[src/rtl/vram_beat_bridge_if.sv]
// Signal bundle between the vector requester, the beat bridge and the 64-bit data RAM.
// The slave modport is the bridge's view; the master modport is the requester-plus-memory side.
interface vram_beat_bridge_if;
    logic         vreq_valid;
    logic         vreq_ready;
    logic         vreq_we;
    logic [63:0]  vreq_addr;
    logic [511:0] vreq_wdata;
    logic [511:0] vreq_wmask;
    logic         vresp_valid;
    logic [511:0] vresp_rdata;
    logic         mem_ren;
    logic [63:0]  mem_ridx;
    logic [63:0]  mem_rdata;
    logic         mem_wen;
    logic [63:0]  mem_widx;
    logic [63:0]  mem_wdata;
    logic [63:0]  mem_wmask;

    modport slave (
        input  vreq_valid, vreq_we, vreq_addr, vreq_wdata, vreq_wmask, mem_rdata,
        output vreq_ready, vresp_valid, vresp_rdata,
               mem_ren, mem_ridx, mem_wen, mem_widx, mem_wdata, mem_wmask
    );

    modport master (
        output vreq_valid, vreq_we, vreq_addr, vreq_wdata, vreq_wmask, mem_rdata,
        input  vreq_ready, vresp_valid, vresp_rdata,
               mem_ren, mem_ridx, mem_wen, mem_widx, mem_wdata, mem_wmask
    );
endinterface

[src/rtl/vram_beat_bridge.sv]
// Serialises one 512-bit vector read/write into eight 64-bit RAM beats and
// reassembles read beats into a single 512-bit response.
module vram_beat_bridge #(
    parameter logic [63:0] PC_START       = 64'h0000_0000_8000_0000,
    parameter bit          SKIP_ZERO_MASK = 1'b1
) (
    input  logic                 clock,
    input  logic                 reset,
    vram_beat_bridge_if.slave    bus
);
    typedef enum logic [1:0] {
        ST_IDLE,
        ST_WRITE,
        ST_READ,
        ST_RESP
    } state_t;

    state_t         r_state;
    logic [3:0]     r_cnt;
    logic [63:0]    r_base;
    logic [511:0]   r_wdata;
    logic [511:0]   r_wmask;
    logic [511:0]   r_rdata;
    logic           r_vresp_valid;
    logic           r_mem_ren;
    logic [63:0]    r_mem_ridx;
    logic           r_mem_wen;
    logic [63:0]    r_mem_widx;
    logic [63:0]    r_mem_wdata;
    logic [63:0]    r_mem_wmask;

    logic [63:0]    w_wdata_beat [8];
    logic [63:0]    w_wmask_beat [8];
    logic [7:0]     w_beat_en;
    logic [63:0]    w_addr_off;
    logic [63:0]    w_req_base;
    logic           w_first_en;
    logic [3:0]     w_next_cnt;
    logic [2:0]     w_next_beat;
    logic [2:0]     w_cap_slot;
    logic [63:0]    w_next_idx;

    generate
        for (genvar gi = 0; gi < 8; gi++) begin : g_beat
            assign w_wdata_beat[gi] = r_wdata[64*gi +: 64];
            assign w_wmask_beat[gi] = r_wmask[64*gi +: 64];
            assign w_beat_en[gi]    = !SKIP_ZERO_MASK || (|r_wmask[64*gi +: 64]);
        end
    endgenerate

    // Low address bits are dropped by the shift; misaligned requests are a caller error.
    assign w_addr_off  = bus.vreq_addr - PC_START;
    assign w_req_base  = w_addr_off >> 3;
    assign w_first_en  = !SKIP_ZERO_MASK || (|bus.vreq_wmask[63:0]);
    assign w_next_cnt  = r_cnt + 4'd1;
    assign w_next_beat = r_cnt[2:0] + 3'd1;
    assign w_next_idx  = r_base + 64'(w_next_cnt);
    // READ cycle c (c >= 1) sees the data for the beat issued in cycle c-1.
    assign w_cap_slot  = r_cnt[2:0] - 3'd1;

    always_ff @(posedge clock) begin
        if (reset) begin
            r_state       <= ST_IDLE;
            r_cnt         <= 4'd0;
            r_base        <= 64'd0;
            r_wdata       <= 512'd0;
            r_wmask       <= 512'd0;
            r_rdata       <= 512'd0;
            r_vresp_valid <= 1'b0;
            r_mem_ren     <= 1'b0;
            r_mem_ridx    <= 64'd0;
            r_mem_wen     <= 1'b0;
            r_mem_widx    <= 64'd0;
            r_mem_wdata   <= 64'd0;
            r_mem_wmask   <= 64'd0;
        end else begin
            r_vresp_valid <= 1'b0;
            r_mem_ren     <= 1'b0;
            r_mem_ridx    <= 64'd0;
            r_mem_wen     <= 1'b0;
            r_mem_widx    <= 64'd0;
            r_mem_wdata   <= 64'd0;
            r_mem_wmask   <= 64'd0;

            unique case (r_state)
                ST_IDLE: begin
                    if (bus.vreq_valid) begin
                        r_base  <= w_req_base;
                        r_wdata <= bus.vreq_wdata;
                        r_wmask <= bus.vreq_wmask;
                        r_cnt   <= 4'd0;
                        // Beat 0 goes out in the cycle right after acceptance.
                        if (bus.vreq_we) begin
                            r_state     <= ST_WRITE;
                            r_mem_wen   <= w_first_en;
                            r_mem_widx  <= w_req_base;
                            r_mem_wdata <= bus.vreq_wdata[63:0];
                            r_mem_wmask <= bus.vreq_wmask[63:0];
                        end else begin
                            r_state    <= ST_READ;
                            r_mem_ren  <= 1'b1;
                            r_mem_ridx <= w_req_base;
                        end
                    end
                end

                ST_WRITE: begin
                    if (r_cnt == 4'd7) begin
                        r_state       <= ST_RESP;
                        r_cnt         <= 4'd0;
                        r_vresp_valid <= 1'b1;
                    end else begin
                        r_cnt       <= w_next_cnt;
                        r_mem_wen   <= w_beat_en[w_next_beat];
                        r_mem_widx  <= w_next_idx;
                        r_mem_wdata <= w_wdata_beat[w_next_beat];
                        r_mem_wmask <= w_wmask_beat[w_next_beat];
                    end
                end

                ST_READ: begin
                    if (r_cnt != 4'd0) begin
                        r_rdata[{w_cap_slot, 6'b0} +: 64] <= bus.mem_rdata;
                    end
                    if (r_cnt < 4'd7) begin
                        r_mem_ren  <= 1'b1;
                        r_mem_ridx <= w_next_idx;
                    end
                    if (r_cnt == 4'd8) begin
                        r_state       <= ST_RESP;
                        r_cnt         <= 4'd0;
                        r_vresp_valid <= 1'b1;
                    end else begin
                        r_cnt <= w_next_cnt;
                    end
                end

                ST_RESP: begin
                    r_state <= ST_IDLE;
                    r_cnt   <= 4'd0;
                end

                default: begin
                    r_state <= ST_IDLE;
                    r_cnt   <= 4'd0;
                end
            endcase
        end
    end

    assign bus.vreq_ready  = (r_state == ST_IDLE) && !reset;
    assign bus.vresp_valid = r_vresp_valid;
    assign bus.vresp_rdata = r_rdata;
    assign bus.mem_ren     = r_mem_ren;
    assign bus.mem_ridx    = r_mem_ridx;
    assign bus.mem_wen     = r_mem_wen;
    assign bus.mem_widx    = r_mem_widx;
    assign bus.mem_wdata   = r_mem_wdata;
    assign bus.mem_wmask   = r_mem_wmask;
endmodule

[src/flat_wrapper.sv]
// flat-port wrapper written by rule: the top's interface ports become plain ports
module vram_beat_bridge_flat 
#(
    parameter logic [63:0] PC_START       = 64'h0000_0000_8000_0000,
    parameter bit          SKIP_ZERO_MASK = 1'b1
)
  (clock, reset, bus_vreq_valid, bus_vreq_we, bus_vreq_addr, bus_vreq_wdata, bus_vreq_wmask, bus_mem_rdata, bus_vreq_ready, bus_vresp_valid, bus_vresp_rdata, bus_mem_ren, bus_mem_ridx, bus_mem_wen, bus_mem_widx, bus_mem_wdata, bus_mem_wmask);
  vram_beat_bridge_if bus_i ();
  input  logic clock;
  input  logic reset;
  input wire logic [$bits(bus_i.vreq_valid)-1:0] bus_vreq_valid;
  input wire logic [$bits(bus_i.vreq_we)-1:0] bus_vreq_we;
  input wire logic [$bits(bus_i.vreq_addr)-1:0] bus_vreq_addr;
  input wire logic [$bits(bus_i.vreq_wdata)-1:0] bus_vreq_wdata;
  input wire logic [$bits(bus_i.vreq_wmask)-1:0] bus_vreq_wmask;
  input wire logic [$bits(bus_i.mem_rdata)-1:0] bus_mem_rdata;
  output wire logic [$bits(bus_i.vreq_ready)-1:0] bus_vreq_ready;
  output wire logic [$bits(bus_i.vresp_valid)-1:0] bus_vresp_valid;
  output wire logic [$bits(bus_i.vresp_rdata)-1:0] bus_vresp_rdata;
  output wire logic [$bits(bus_i.mem_ren)-1:0] bus_mem_ren;
  output wire logic [$bits(bus_i.mem_ridx)-1:0] bus_mem_ridx;
  output wire logic [$bits(bus_i.mem_wen)-1:0] bus_mem_wen;
  output wire logic [$bits(bus_i.mem_widx)-1:0] bus_mem_widx;
  output wire logic [$bits(bus_i.mem_wdata)-1:0] bus_mem_wdata;
  output wire logic [$bits(bus_i.mem_wmask)-1:0] bus_mem_wmask;
  assign bus_i.vreq_valid = bus_vreq_valid;
  assign bus_i.vreq_we = bus_vreq_we;
  assign bus_i.vreq_addr = bus_vreq_addr;
  assign bus_i.vreq_wdata = bus_vreq_wdata;
  assign bus_i.vreq_wmask = bus_vreq_wmask;
  assign bus_i.mem_rdata = bus_mem_rdata;
  assign bus_vreq_ready = bus_i.vreq_ready;
  assign bus_vresp_valid = bus_i.vresp_valid;
  assign bus_vresp_rdata = bus_i.vresp_rdata;
  assign bus_mem_ren = bus_i.mem_ren;
  assign bus_mem_ridx = bus_i.mem_ridx;
  assign bus_mem_wen = bus_i.mem_wen;
  assign bus_mem_widx = bus_i.mem_widx;
  assign bus_mem_wdata = bus_i.mem_wdata;
  assign bus_mem_wmask = bus_i.mem_wmask;
  vram_beat_bridge #(.PC_START(PC_START), .SKIP_ZERO_MASK(SKIP_ZERO_MASK)) u_core (.clock(clock), .reset(reset), .bus(bus_i));
endmodule
[config.mk]
export PLATFORM = sky130hd
export DESIGN_NAME = vram_beat_bridge_flat
export DESIGN_NICKNAME = d
export VERILOG_FILES = /design/src/rtl/vram_beat_bridge_if.sv /design/src/rtl/vram_beat_bridge.sv /design/src/flat_wrapper.sv
export SDC_FILE = /design/constraint.sdc
export NUM_CORES = 2
export LEC_CHECK = 0
export ABC_AREA = 1
export BUFFER_PORTS_ARGS = -buffer_cell sky130_fd_sc_hd__buf_2
export CAP_MARGIN = 20
export CORE_AREA = 2 2 742 744
export DETAILED_ROUTE_END_ITERATION = 6
export DIE_AREA = 0 0 744 746
export GPL_ROUTABILITY_DRIVEN = 0
export PLACE_DENSITY = 0.37
export SLEW_MARGIN = 5
export SYNTH_ARGS = -nofsm -noshare
export SYNTH_HDL_FRONTEND = slang
export SYNTH_SLANG_ARGS = --single-unit
[constraint.sdc]
create_clock -name clock -period 6.1 [get_ports clock]
set_clock_uncertainty 0.05 [all_clocks]
set_input_delay 0.305 -clock clock [delete_from_list [all_inputs] [get_ports clock]]
set_output_delay 0.305 -clock clock [all_outputs]
set_load 0.05 [all_outputs]
==> qor.txt <==
TIMING
----------------------------------------------------------------------------------
Worst-Margin Slew ...................................................      1.21 ns
Count of final hold-check violations ................................            0
Total setup violations reported at the end of the flow ..............            0
Peak clock frequency supported by timing ............................      241 MHz
Relative slew slack .................................................        0.194
Pins over their slew limit ..........................................            0
Final TNS setup .....................................................         0 ns
Setup repair after global routing missed its margin .................           no
Final critical-path required period .................................      4.15 ns
Fraction of the cycle the final worst path needs ....................        0.680

FLOORPLANNING
----------------------------------------------------------------------------------
Floorplan Core Area .................................................  547000 um^2
Effective utilization at floorplan ..................................        0.140
Number of rows in the core area .....................................          272
Vertical die dimension ..............................................       746 um
Boundary pin count ..................................................         1928
Area enclosed by the die boundary ...................................  555000 um^2
Width of the die ....................................................       744 um

SYNTH
----------------------------------------------------------------------------------
Portion of the post-synthesis area used by sequential elements ......        0.486
Proportion of netlist area held by the largest area contributor .....        0.486
Number of synthesized register bits .................................         1858
Top cells by instance count after synthesis ......................... 1873 x sky130_fd_sc_hd__o21ai_0, 1858 x sky130_fd_sc_hd__dfxtp_1, 1668 x sky130_fd_sc_hd__nor2_1
Area of the mapped netlist ..........................................   76600 um^2
Largest area contributor in the netlist ............................. sky130_fd_sc_hd__dfxtp_1
Post-synth cell types ...............................................           44
Most instantiated library cell after synthesis ...................... sky130_fd_sc_hd__o21ai_0
Top cells by area in the synthesized netlist ........................ sky130_fd_sc_hd__dfxtp_1 49%, sky130_fd_sc_hd__o21ai_0 12%, sky130_fd_sc_hd__a21oi_1 8.7%
Synth async-reset ratio .............................................            0
Post-synthesis average cell area ....................................    7.25 um^2
Gate count after technology mapping .................................        10600
Synth warn ..........................................................            0
Number of enable flip-flop cells after synthesis ....................            0
Most used flip-flop cell after synthesis ............................ sky130_fd_sc_hd__dfxtp_1

CLOCKING
----------------------------------------------------------------------------------
Number of gates resized after CTS ...................................            0
Skew-Pair Late Insertion Delay ......................................      0.98 ns
Clock Tree Root ..................................................... sky130_fd_sc_hd__clkbuf_16
Number of buffers created by CTS ....................................          240
Clk pin slew, worst setup/hold paths ................................      0.06 ns
Total clock sinks ...................................................         1858
CTS Buffer Depth ....................................................            4
CTS tree ............................................................         done
Total number of H-tree levels .......................................            4

CRITICAL PATH
----------------------------------------------------------------------------------
Most used cell along the critical path .............................. sky130_fd_sc_hd__buf_4
Startpoint-to-endpoint class of the critical path ...................      reg2reg
Critical path buffers and inverters .................................            4
Largest fanout of any net on the critical path ......................           77
Capturing element type of the critical path .........................    flip-flop
Largest incremental delay on the critical path ......................      0.79 ns
Kind of cell adding the most delay to the critical path ............. buffers and inverters
Arrival time of the worst setup path ................................      5.01 ns
Kind of launch point of the worst setup path ........................    flip-flop
Slowest stage cell on the critical path ............................. sky130_fd_sc_hd__inv_4
CP Depth ............................................................           11
CP required .........................................................      6.96 ns
Worst reg2reg path depth ............................................           11
Critical-path cell list ............................................. inv_8 > ha_1 > xnor2_2 > ha_2 > buf_4 > nor3_1 > nand3_1 > inv_4 > buf_4 > o21ai_0 > a21oi_1

DRT
----------------------------------------------------------------------------------
Number of antenna-violating nets in the routed design ...............            0
Aggregate routed wire length ........................................    553000 um
Average wire per cell in the routed design ..........................      26.5 um
Number of design rule violations left after detail routing ..........            0
Via count ...........................................................        87200
Iteration-0 DRC count of the detailed router ........................         7690
Number of vias per cell .............................................         4.18
Iteration count of the initial detailed-routing pass ................            6

PLACED DESIGN
----------------------------------------------------------------------------------
Estimated wirelength of the detail-placed design ....................    429000 um
Number of buffers inserted by port buffering ........................         1920

POWER AND IR DROP
----------------------------------------------------------------------------------
Total net switching power ...........................................      17.7 mW
Power density cells .................................................  388 nW/um^2
Combinational share of power ........................................        0.319
Share of total power in the clock network ...........................        0.331
Maximum vdd drop ....................................................   0.000422 V
LEAKAGE .............................................................      46.9 nW
Register share of total power .......................................        0.350
Switching part of the total .........................................        0.401
Internal Power ......................................................      26.5 mW

GLOBAL ROUTING
----------------------------------------------------------------------------------
Remaining global-route overflow .....................................            0
First-pass GRT wire length ..........................................    735000 um
Global-route total usage across every layer .........................        0.189
Initial antenna violation count .....................................          233
Maximum number of pins on one net before global-route repair ........          193
Vias in the first global route ......................................        84300

LAYOUT
----------------------------------------------------------------------------------
Share of final-layout standard cells stronger than drive strength 1 .        0.185
Final cell utilization of the core ..................................        0.208
Number of nets at the end of the flow ...............................        14400
Area growth from synthesis to final layout ..........................        48.9%

WORST HOLD PATH
----------------------------------------------------------------------------------
Hold WC Path Type ...................................................       in2reg
Worst hold path stage count .........................................            4

RUN
----------------------------------------------------------------------------------
MaxCap Viol Count ...................................................            0

RUN STATUS
----------------------------------------------------------------------------------
Result of the run ...................................................    completed

[metrics by stage]
step	area, um^2	total power, mW	setup slack [ns]	instances	hold slack [ns]
after floorplan	76600	23.2	2.67	10600	0.365
after global placement	93700	29.1	2.04	19100	0.382
after detailed placement	93700	29.2	1.99	19100	0.383
after CTS	114000	44.8	2.07	20700	0.00220
after global routing	114000	46.5	1.75	20800	0.0724
final	114000	44.2	1.95	20800	0.120
[path summary, 6_finish.rpt]
| path | endpoint | startpoint | slack (ns) |
|---|---|---|---|
| worst max-delay path | u_core.bus.vresp_rdata[20]$_SDFFE_PP0P_ | u_core.r_cnt[0]$_SDFFE_PP0P_ | 1.95 |
| worst min-delay path | u_core.r_wmask[487]$_SDFFE_PP0P_ | bus_vreq_wmask[487] | 0.12 |
| worst max register to register | u_core.bus.vresp_rdata[20]$_SDFFE_PP0P_ | u_core.r_cnt[0]$_SDFFE_PP0P_ | 1.95 |
| worst min register to register | u_core.bus.vresp_rdata[180]$_SDFFE_PP0P_ | u_core.bus.vresp_rdata[180]$_SDFFE_PP0P_ | 0.39 |
[layout by cell type, fill, tap and decap left out, drive strengths merged, types with 4 or more instances in the layout]
| cell type | instances |
|---|---|
| conb | 4 |
| diode | 120 |
| dlygate4sd3 | 1216 |
| xor2 | 29 |
| clkinv | 55 |
| a31o | 4 |
| o21ai | 1876 |
| clkinvlp | 6 |
| nor3 | 57 |
| nand3 | 645 |
| o22ai | 31 |
| ha | 15 |
| nand4 | 70 |
| xnor2 | 15 |
| bufinv | 13 |
| dfxtp | 1858 |
| nor4 | 18 |
| nand2 | 986 |
| nand3b | 6 |
| a21oi | 1338 |
| inv | 879 |
| or2 | 18 |
| o21a | 8 |
| and3 | 4 |
| o21bai | 4 |
| nor2 | 1671 |
| o211ai | 212 |
| clkbuf | 355 |
| buf | 2063 |
[sequential cells by signal, indices dropped and copies added (netlist names)]
register / flops
u_core.bus.mem_ren: 1
u_core.bus.vresp_valid: 1
u_core.r_cnt: 4
u_core.bus.mem_wmask: 64
u_core.bus.mem_ridx: 62
u_core.r_wmask: 512
u_core.bus.mem_widx: 62
u_core.bus.mem_wen: 1
u_core.r_wdata: 512
u_core.bus.mem_wdata: 64
u_core.r_base: 61
u_core.bus.vresp_rdata: 512
u_core.r_state: 2
[worst reg2reg max path, delay by kind of cell, from the launching register on]
family | cells | cell delay (ns)
xor gates and xnor gates | 1 | 0.32
DFF | 1 | 0.45
AOI/OAI and AO/OA | 2 | 0.29
adders and majority gates | 2 | 0.71
and+or+nand+nor | 2 | 0.53
buffers and inverters | 4 | 1.83
[logic make-up (layout without fill, tap and decap cells)]
logic type	count (synthesis)	in the layout	share of synthesized area
AND/OR/NAND/NOR	3479	3479	0.187
AO/OA/AOI/OAI	3478	3478	0.236
flip-flops	1858	1858	0.486
buffers and inverters	1683	4587	0.0841
XOR/XNOR	44	44	0.00513
adder cells (fa/ha/maj)	16	16	0.00271
other	1	124	0.0000490
[area by class of cell]
type	instances	area, um^2
fill	62300	433000
sequential	1858	37200
multi-input combinational	7021	33000
timing repair buffer	3279	23200
tap	7261	9080
clock buffer	355	6950
inverter	873	3320
clock inverter	80	937
antenna	120	300
[per-layer routing]
| metal | GRT usage | part of all wire | up-vias |
|---|---|---|---|
| met5 | 0 | 0.00069 | - |
| met4 | 0.0645 | 0.041 | 64 |
| met2 | 0.304 | 0.45 | 3508 |
| met1 | 0.244 | 0.43 | 42100 |
| li1 | - | - | 40700 |
| met3 | 0.0515 | 0.082 | 831 |
[power by group through the flow]
stage | sequential [mW] | combinational, mW | clock (mW)
detailed placement | 15.7 | 13.5 | 0
global route | 15.7 | 15.4 | 15.4
global placement | 15.7 | 13.4 | 0
finish | 15.5 | 14.1 | 14.6
CTS | 15.5 | 14.3 | 15.0
floorplan | 16.2 | 6.98 | 0
[repair_timing]
| item | in CTS | in global routing |
|---|---|---|
| hold buffers | 1216 | 0 |
| hold endpoints to repair | 1794 | 0 |
| buffers inserted | 0 | 0 |
Note: power is estimated with default switching activity, not from simulation.
